`src/rtl/move_pkg.sv`:
```
// ----------------------------------------------------------------------------
// move_pkg
// Shared definitions for the flash-to-memory mover (move_fsm_multi).
//  - One-hot state encodings (9 bits). ERR shares bit 8 with DONE and adds
//    bit 7, giving 9'h180.
//  - Default per-row word counts (length minus one) for SRAM and RAM rows.
//  - Helper identifying the states watched by the optional watchdog
//    (MOVE_TMO_EN).
// ----------------------------------------------------------------------------
package move_pkg;

    localparam int ST_W = 9;

    localparam logic [ST_W-1:0] ST_IDLE     = 9'h001;
    localparam logic [ST_W-1:0] ST_ROW_STA  = 9'h002;
    localparam logic [ST_W-1:0] ST_RD_REQ   = 9'h004;
    localparam logic [ST_W-1:0] ST_RD_WAIT  = 9'h008;
    localparam logic [ST_W-1:0] ST_RD_FLASH = 9'h010;
    localparam logic [ST_W-1:0] ST_WR_REQ   = 9'h020;
    localparam logic [ST_W-1:0] ST_WR_SRAM  = 9'h040;
    localparam logic [ST_W-1:0] ST_WR_RAM   = 9'h080;
    localparam logic [ST_W-1:0] ST_DONE     = 9'h100;
    localparam logic [ST_W-1:0] ST_ERR      = 9'h180;

    // Default row lengths, expressed as word count minus one.
    localparam int DEF_SRAM_LEN = 2069;
    localparam int DEF_RAM_LEN  = 1557;

    // States in which the mover waits on an external party (flash or SRAM).
    function automatic logic is_wait_state(input logic [ST_W-1:0] s);
        return (s == ST_RD_WAIT) || (s == ST_WR_SRAM);
    endfunction

endpackage

```
`src/rtl/move_edge_det.sv`:
```
// ----------------------------------------------------------------------------
// move_edge_det
// Registers flash_done through two flops and emits a one-cycle pulse on its
// falling edge (first flop low, second flop high).
// Ports:
//  clk          in  system clock
//  rst          in  synchronous active-high reset
//  flash_done_i in  raw flash row-ready level
//  fall_o       out one-cycle falling-edge pulse
// ----------------------------------------------------------------------------
module move_edge_det (
    input  logic clk,
    input  logic rst,
    input  logic flash_done_i,
    output logic fall_o
);

    logic d1_q;
    logic d2_q;

    always_ff @(posedge clk) begin
        if (rst) begin
            d1_q <= 1'b0;
            d2_q <= 1'b0;
        end else begin
            d1_q <= flash_done_i;
            d2_q <= d1_q;
        end
    end

    assign fall_o = ~d1_q & d2_q;

endmodule

```
`src/rtl/move_fsm_multi.sv`:
```
// ----------------------------------------------------------------------------
// move_fsm_multi
// Moves cfg_nrows consecutive flash rows starting at cfg_row0. Every row but
// the last is streamed into the SRAM write FIFO (SRAM address row<<ROW_SHIFT);
// the last row is streamed into on-chip RAM. done is raised at the end and
// held until enable drops. enable low aborts to IDLE from any state.
//
// Optional feature macro: MOVE_TMO_EN
//  defined   : watchdog counts cycles spent in RD_WAIT / WR_SRAM (cleared on
//              state entry); reaching TMO_CYC enters ERR (err=1, sticky until
//              enable low).
//  undefined : no watchdog, no ERR state, err tied to 0.
//
// Ports:
//  clk, rst                 clock, synchronous active-high reset
//  enable                   run level; low aborts to IDLE
//  flash_done               flash row-ready, falling edge = row available
//  empty                    SRAM FIFO empty
//  cfg_row0/cfg_nrows       first row / number of rows (>=1)
//  cfg_sram_len/cfg_ram_len words per SRAM/RAM row minus one
//  o_state                  one-hot state
//  busy, done, err          status
//  row                      current row
//  rd_req, rst_rfifo        flash request / read-FIFO flush (RSTF_CYC clk)
//  rd_en                    flash data read enable
//  wr_req                   one-cycle SRAM write request
//  fifo_wr, ram_wr          rd_en delayed one clock, SRAM / RAM rows
//  ram_addr                 RAM word address, valid with ram_wr
//  sram_waddr               SRAM word address of the current row
// ----------------------------------------------------------------------------
module move_fsm_multi
    import move_pkg::*;
#(
    parameter int ROW_W     = 14,
    parameter int ROW_SHIFT = 11,
    parameter int ADDR_W    = 24,
    parameter int CNT_W     = 12,
    parameter int RAM_AW    = 12,
    parameter int RSTF_CYC  = 2,
    parameter int TMO_CYC   = 65535
) (
    input  logic              clk,
    input  logic              rst,
    input  logic              enable,
    input  logic              flash_done,
    input  logic              empty,
    input  logic [ROW_W-1:0]  cfg_row0,
    input  logic [ROW_W-1:0]  cfg_nrows,
    input  logic [CNT_W-1:0]  cfg_sram_len,
    input  logic [CNT_W-1:0]  cfg_ram_len,
    output logic [8:0]        o_state,
    output logic              busy,
    output logic              done,
    output logic [ROW_W-1:0]  row,
    output logic              rd_req,
    output logic              rd_en,
    output logic              rst_rfifo,
    output logic              wr_req,
    output logic              fifo_wr,
    output logic              ram_wr,
    output logic [RAM_AW-1:0] ram_addr,
    output logic [ADDR_W-1:0] sram_waddr,
    output logic              err
);

    localparam logic [CNT_W-1:0] RSTF_LAST = CNT_W'(RSTF_CYC - 1);

    logic [ST_W-1:0]   state_q, state_d;
    logic [ROW_W-1:0]  row_q, row_d;
    logic [CNT_W-1:0]  cnt_q, cnt_d;

    // Configuration snapshot taken on the IDLE -> ROW_STA transition.
    logic [ROW_W-1:0]  row0_q;
    logic [ROW_W-1:0]  last_row_q;
    logic [CNT_W-1:0]  sram_len_q;
    logic [CNT_W-1:0]  ram_len_q;

    logic              fifo_wr_q, fifo_wr_d;
    logic              ram_wr_q, ram_wr_d;
    logic [RAM_AW-1:0] ram_addr_q, ram_addr_d;

    logic              flash_fall;
    logic              cfg_load;

    move_edge_det u_edge (
        .clk          (clk),
        .rst          (rst),
        .flash_done_i (flash_done),
        .fall_o       (flash_fall)
    );

    assign cfg_load = enable && (state_q == ST_IDLE);

`ifdef MOVE_TMO_EN
    localparam int TMO_W = (TMO_CYC > 1) ? $clog2(TMO_CYC) : 1;
    localparam logic [TMO_W-1:0] TMO_LAST = TMO_W'(TMO_CYC - 1);
    logic [TMO_W-1:0] tmo_q, tmo_d;

    always_ff @(posedge clk) begin
        if (rst) begin
            tmo_q <= '0;
        end else begin
            tmo_q <= tmo_d;
        end
    end
`else
    logic unused_tmo;
    assign unused_tmo = (TMO_CYC != 0);
`endif

    // ------------------------------------------------------------------
    // State register (plus datapath registers that follow the FSM)
    // ------------------------------------------------------------------
    always_ff @(posedge clk) begin
        if (rst) begin
            state_q    <= ST_IDLE;
            row_q      <= '0;
            cnt_q      <= '0;
            row0_q     <= '0;
            last_row_q <= '0;
            sram_len_q <= '0;
            ram_len_q  <= '0;
            fifo_wr_q  <= 1'b0;
            ram_wr_q   <= 1'b0;
            ram_addr_q <= '0;
        end else begin
            state_q    <= state_d;
            row_q      <= row_d;
            cnt_q      <= cnt_d;
            fifo_wr_q  <= fifo_wr_d;
            ram_wr_q   <= ram_wr_d;
            ram_addr_q <= ram_addr_d;
            if (cfg_load) begin
                row0_q     <= cfg_row0;
                // Row arithmetic wraps modulo 2^ROW_W, so the last row does too.
                last_row_q <= cfg_row0 + cfg_nrows - 1'b1;
                sram_len_q <= cfg_sram_len;
                ram_len_q  <= cfg_ram_len;
            end
        end
    end

    // ------------------------------------------------------------------
    // Next-state logic
    // ------------------------------------------------------------------
    always_comb begin
        state_d = state_q;
        row_d   = row_q;
        cnt_d   = cnt_q;

        if (!enable) begin
            // Abort has priority over any edge/empty seen in the same cycle.
            state_d = ST_IDLE;
            row_d   = '0;
            cnt_d   = '0;
        end else begin
            case (state_q)
                ST_IDLE: begin
                    state_d = ST_ROW_STA;
                    row_d   = '0;
                    cnt_d   = '0;
                end
                ST_ROW_STA: begin
                    row_d   = row0_q;
                    cnt_d   = '0;
                    state_d = ST_RD_REQ;
                end
                ST_RD_REQ: begin
                    if (cnt_q == RSTF_LAST) begin
                        cnt_d   = '0;
                        state_d = ST_RD_WAIT;
                    end else begin
                        cnt_d = cnt_q + 1'b1;
                    end
                end
                ST_RD_WAIT: begin
                    if (flash_fall) begin
                        cnt_d   = '0;
                        state_d = (row_q == last_row_q) ? ST_WR_RAM : ST_RD_FLASH;
                    end
                end
                ST_RD_FLASH: begin
                    if (cnt_q == sram_len_q) begin
                        cnt_d   = '0;
                        state_d = ST_WR_REQ;
                    end else begin
                        cnt_d = cnt_q + 1'b1;
                    end
                end
                ST_WR_REQ: begin
                    state_d = ST_WR_SRAM;
                end
                ST_WR_SRAM: begin
                    if (empty) begin
                        row_d   = row_q + 1'b1;
                        state_d = ST_RD_REQ;
                    end
                end
                ST_WR_RAM: begin
                    if (cnt_q == ram_len_q) begin
                        cnt_d   = '0;
                        state_d = ST_DONE;
                    end else begin
                        cnt_d = cnt_q + 1'b1;
                    end
                end
                ST_DONE: begin
                    state_d = ST_DONE;
                end
`ifdef MOVE_TMO_EN
                ST_ERR: begin
                    state_d = ST_ERR;
                end
`endif
                default: begin
                    // Any corrupted one-hot value recovers to IDLE.
                    state_d = ST_IDLE;
                    row_d   = '0;
                    cnt_d   = '0;
                end
            endcase

`ifdef MOVE_TMO_EN
            if (is_wait_state(state_q) && (state_d == state_q) && (tmo_q == TMO_LAST)) begin
                state_d = ST_ERR;
                cnt_d   = '0;
            end
`endif
        end
    end

`ifdef MOVE_TMO_EN
    // Watchdog counts only while staying in a wait state; any transition clears it.
    always_comb begin
        tmo_d = '0;
        if (is_wait_state(state_q) && (state_d == state_q)) begin
            tmo_d = tmo_q + 1'b1;
        end
    end
`endif

    // ------------------------------------------------------------------
    // Output logic
    // ------------------------------------------------------------------
    always_comb begin
        busy      = 1'b0;
        done      = 1'b0;
        err       = 1'b0;
        rd_req    = 1'b0;
        rst_rfifo = 1'b0;
        rd_en     = 1'b0;
        wr_req    = 1'b0;
        case (state_q)
            ST_RD_REQ: begin
                busy      = 1'b1;
                rd_req    = 1'b1;
                rst_rfifo = 1'b1;
            end
            ST_RD_WAIT:  busy = 1'b1;
            ST_RD_FLASH: begin
                busy  = 1'b1;
                rd_en = 1'b1;
            end
            ST_WR_REQ: begin
                busy   = 1'b1;
                wr_req = 1'b1;
            end
            ST_WR_SRAM:  busy = 1'b1;
            ST_WR_RAM: begin
                busy  = 1'b1;
                rd_en = 1'b1;
            end
            ST_DONE:     done = 1'b1;
`ifdef MOVE_TMO_EN
            ST_ERR:      err = 1'b1;
`endif
            default: begin
                busy = 1'b0;
            end
        endcase
    end

    // Write strobes follow the flash read enable by one clock; the RAM address
    // is the word counter captured alongside ram_wr, so it reads 0 elsewhere.
    always_comb begin
        fifo_wr_d  = (state_q == ST_RD_FLASH);
        ram_wr_d   = (state_q == ST_WR_RAM);
        ram_addr_d = (state_q == ST_WR_RAM) ? RAM_AW'(cnt_q) : '0;
    end

    assign o_state    = state_q;
    assign row        = row_q;
    assign fifo_wr    = fifo_wr_q;
    assign ram_wr     = ram_wr_q;
    assign ram_addr   = ram_addr_q;
    // Shifting inside ADDR_W drops row bits above ADDR_W-ROW_SHIFT.
    assign sram_waddr = ADDR_W'(row_q) << ROW_SHIFT;

endmodule

```
`config.mk`:
```
export PLATFORM = sky130hd
export DESIGN_NAME = move_fsm_multi
export DESIGN_NICKNAME = d
export VERILOG_FILES = /design/src/rtl/move_pkg.sv /design/src/rtl/move_edge_det.sv /design/src/rtl/move_fsm_multi.sv
export SDC_FILE = /design/constraint.sdc
export NUM_CORES = 1
export LEC_CHECK = 0
export CORE_MARGIN = 3
export CORE_UTILIZATION = 46
export DETAILED_ROUTE_END_ITERATION = 10
export GPL_TIMING_DRIVEN = 0
export PLACE_DENSITY_LB_ADDON = 0.25
export SLEW_MARGIN = 10
export SYNTH_ARGS = -nofsm -noshare
export SYNTH_HDL_FRONTEND = slang
export SYNTH_SLANG_ARGS = --single-unit
```
`constraint.sdc`:
```
create_clock -name clk -period 2.5 [get_ports clk]
set_input_delay 0.375 -clock clk [delete_from_list [all_inputs] [get_ports clk]]
set_output_delay 0.375 -clock clk [all_outputs]
set_load 0.005 [all_outputs]
```
==> metrics.cfg, run 1 <==
[logic_synthesis]
netlist_area_um2 = 5840
synth_edf_count = 0
synth_cell_types = 59
synth_seq_area_share_pct = 35.3
avgSynthCellArea_um2 = 7.71
ys_warn_count = 0
synth.area.top_cells = dfxtp_1, nand2_1, a21oi_1
synthTopCellsByCount = nand2_1, dfxtp_1, a21oi_1
synth_top_area_cell = dfxtp_1
ys_ff_latch = 103
synth_ff_type = dfxtp_1
synth-async-reset-ratio_pct = 0
yosysMostFrequentCell = nand2_1
syn_inst = 757
synth_top_area_share_pct = 35.3

[floorplan]
die_h_um = 119
dieArea_um2 = 14100
core-area_um2 = 12200
row_count = 40
start_util_pct = 47.8
pin_count = 125
die_x_um = 119

[flow_run]
max_cap_violations = 0

[clocking]
clock_path_buffers = 2
cts_tree = yes
hold_buffers = 0
cts_sinks = 103
insertion_delay_ns = 0.35
numCtsBuffers = 9
clk_pin_slew_worst_paths_ns = 0.08
htreeDepth = 3
cts-root-buf = clkbuf_16

[global_routing]
grt_max_degree = 20
antenna_found_initial = 0
track_usage_pct = 22.2
grt_pass1_vias = 5271
grt_pass1_wl_mm = 25.8
overflow = 0

[timing]
drv_slew = 0
fin_skew_ns = 0.0120
finalCritPeriodShare_pct = 101
setup_viol = 1
tightest_slew_ns = 1.07
hold_viol_final = 0
fin_ws_ns = -0.0328
rsz0062_at_grt = yes
fmaxAchievable_mhz = 395
finalSetupTns_ns = -0.0328
max_slew_margin_pct = 27.5
final.min_clock_period_ns = 2.53

[place]
dp_hpwl_mm = 11.6
gp_congestion = 0.890
place_ws_ns = -0.625
portBuffers = 112
postPlaceCellArea_um2 = 7210

[layout]
fillCellCount = 1044
n_antenna_cell = 0
area_delta_synth_final_pct = 38.8
layout-drive-gt1-share_pct = 17.1
final_area_um2 = 8110
multi_input_area_um2 = 3590
layout.nets = 990
ff_latch_area_um2 = 2080

[power_and_ir_drop]
p_per_area_nw_per_um2 = 509
p_leak_nw = 3.51
p_total_mw = 4.13
irDropWorstVdd_uv = 351

[outcome]
violations = negative setup slack
status = finished with violations

[worst_hold_path]
hold_path_class = in2reg
min_path_cells = 3
min_from = cfg_row0[1]
hold_end = row0_q[1]

[worst_setup_path]
end_kind = output port
r2r_setup_slack_ns = 0.06
crit_type = reg2out
r2r_cells = 8
worstPathArrival_ns = 2.16
critPathLaunchType = flip-flop
required_ns = 2.12
worstReg2RegStart = o_state[7]
reg2reg_to = row[8]
crit_path_max_fanout = 3

[route]
drtIter0Drc = 508
routed_wl_mm = 16.6
routedWlPerCell_um = 15.4
viasPerCell = 5.21
detailroute.via_count = 5615
drtPass1Iterations = 5
antenna_left = 0
drc = 0

==> layout by cell type, fill, tap and decap left out, types with 7 or more instances in the layout <==
| cell type | Yosys | final |
|---|---|---|
| a21o_1 | 7 | 7 |
| xor2_1 | 39 | 39 |
| ha_4 | 0 | 11 |
| o21ai_0 | 24 | 21 |
| clkdlybuf4s50_1 | 0 | 97 |
| nor2_1 | 48 | 46 |
| ha_1 | 28 | 15 |
| conb_1 | 1 | 12 |
| a211oi_1 | 9 | 7 |
| buf_2 | 9 | 8 |
| and2_1 | 19 | 19 |
| nand2_1 | 130 | 129 |
| o21ai_1 | 9 | 10 |
| nor4_1 | 13 | 10 |
| dlymetal6s2s_1 | 0 | 8 |
| clkbuf_16 | 0 | 9 |
| buf_4 | 29 | 54 |
| nand2b_1 | 7 | 7 |
| a21oi_1 | 73 | 67 |
| inv_2 | 0 | 8 |
| xnor2_1 | 15 | 13 |
| clkbuf_1 | 31 | 18 |
| nor3_1 | 11 | 11 |
| dfxtp_1 | 103 | 95 |
| inv_1 | 57 | 49 |
| and3_1 | 9 | 9 |
| nand3_1 | 12 | 12 |
==> worst max-delay path: stages, from the launching register on <==
cell	delay, ns
dfxtp_4	0.36
or4_4	0.51
or3_4	0.36
buf_6	0.13
nor4b_4	0.28
buf_2	0.16
==> metal layers <==
layer  wire length, um  part of all wire, %  global-route usage (%)  vias to the layer above
met4               318                  1.9                    6.88                        0
li1                  -                    -                       -                     2791
met3               872                  5.3                    2.63                       24
met1              7610                   46                    30.5                     2616
met5                 0                    0                       0                        -
met2              7750                   47                    36.4                      184
==> worst max path at each step <==
stage               cells past startpoint             to   startpoint
floorplan                              12  last_row_q[9]  cfg_row0[1]
global route                            5         wr_req   o_state[7]
CTS                                     5          rd_en   o_state[1]
global placement                       13  last_row_q[9]  cfg_row0[1]
detailed placement                     13  last_row_q[9]  cfg_row0[1]
finish                                  5         wr_req   o_state[7]
==> sequential cells by signal, summed over array words and instances, names as in the netlist <==
name / flops
row0_q: 14
cnt_q: 12
fifo_wr: 1
u_edge.d1_q: 1
ram_wr: 1
ram_addr: 12
last_row_q: 14
sram_len_q: 12
ram_len_q: 12
o_state: 9
u_edge.d2_q: 1
row: 14
==> metrics by stage <==
step                      utilization (%)  hold slack, ns  std cells
after floorplan                         -           0.417        768
after detailed placement             59.1           0.445       1048
after global routing                 66.4           0.313       1077
final                                66.4           0.300       1077
after global placement               59.1           0.442       1048
after CTS                            63.8           0.438       1073
==> cell type report <==
| type | count | area share, % |
|---|---|---|
| multi-input combinational | 537 | 44.3 |
| sequential | 103 | 25.7 |
| timing repair buffer | 137 | 16.2 |
| buffer | 59 | 4.55 |
| clock buffer | 10 | 2.95 |
| inverter | 57 | 2.64 |
| tap | 168 | 2.59 |
| clock inverter | 6 | 1.07 |
==> repair_timing <==
item / in CTS / in global routing
setup buffers: 12 / 13
cloned: 0 / 0
pin swaps: 24 / 40
setup endpoints to repair: 73 / 35
gates resized for setup: 64 / 60
==> cell families (layout without fill, tap and decap cells) <==
family / Yosys count / count (layout) / synth area share (%)
xor+xnor: 54 / 54 / 8.10
buf+inv: 128 / 269 / 10.5
simple gates: 282 / 282 / 23.1
other cells: 1 / 12 / 0.0642
compound gates: 160 / 160 / 16.5
fa+ha+maj: 29 / 29 / 6.34
flops: 103 / 103 / 35.3
==> where the power goes <==
group	internal (mW)	leakage [nW]	switching (mW)
sequential	1.71	0.843	0.0562
clock	0.833	0.160	0.686
combinational	0.418	2.51	0.425
Note: power is estimated with default switching activity, not from simulation.
==> run 2, diff against run 1 <==
--- a/config.mk
+++ b/config.mk
@@ -8,6 +8,7 @@
 export CORE_MARGIN = 3
 export CORE_UTILIZATION = 46
 export DETAILED_ROUTE_END_ITERATION = 10
+export GPL_ROUTABILITY_DRIVEN = 0
 export GPL_TIMING_DRIVEN = 0
 export PLACE_DENSITY_LB_ADDON = 0.25
 export SLEW_MARGIN = 10
==> results of run 2 <==
The final DEF is identical to that of run 1; final timing and power are the same.
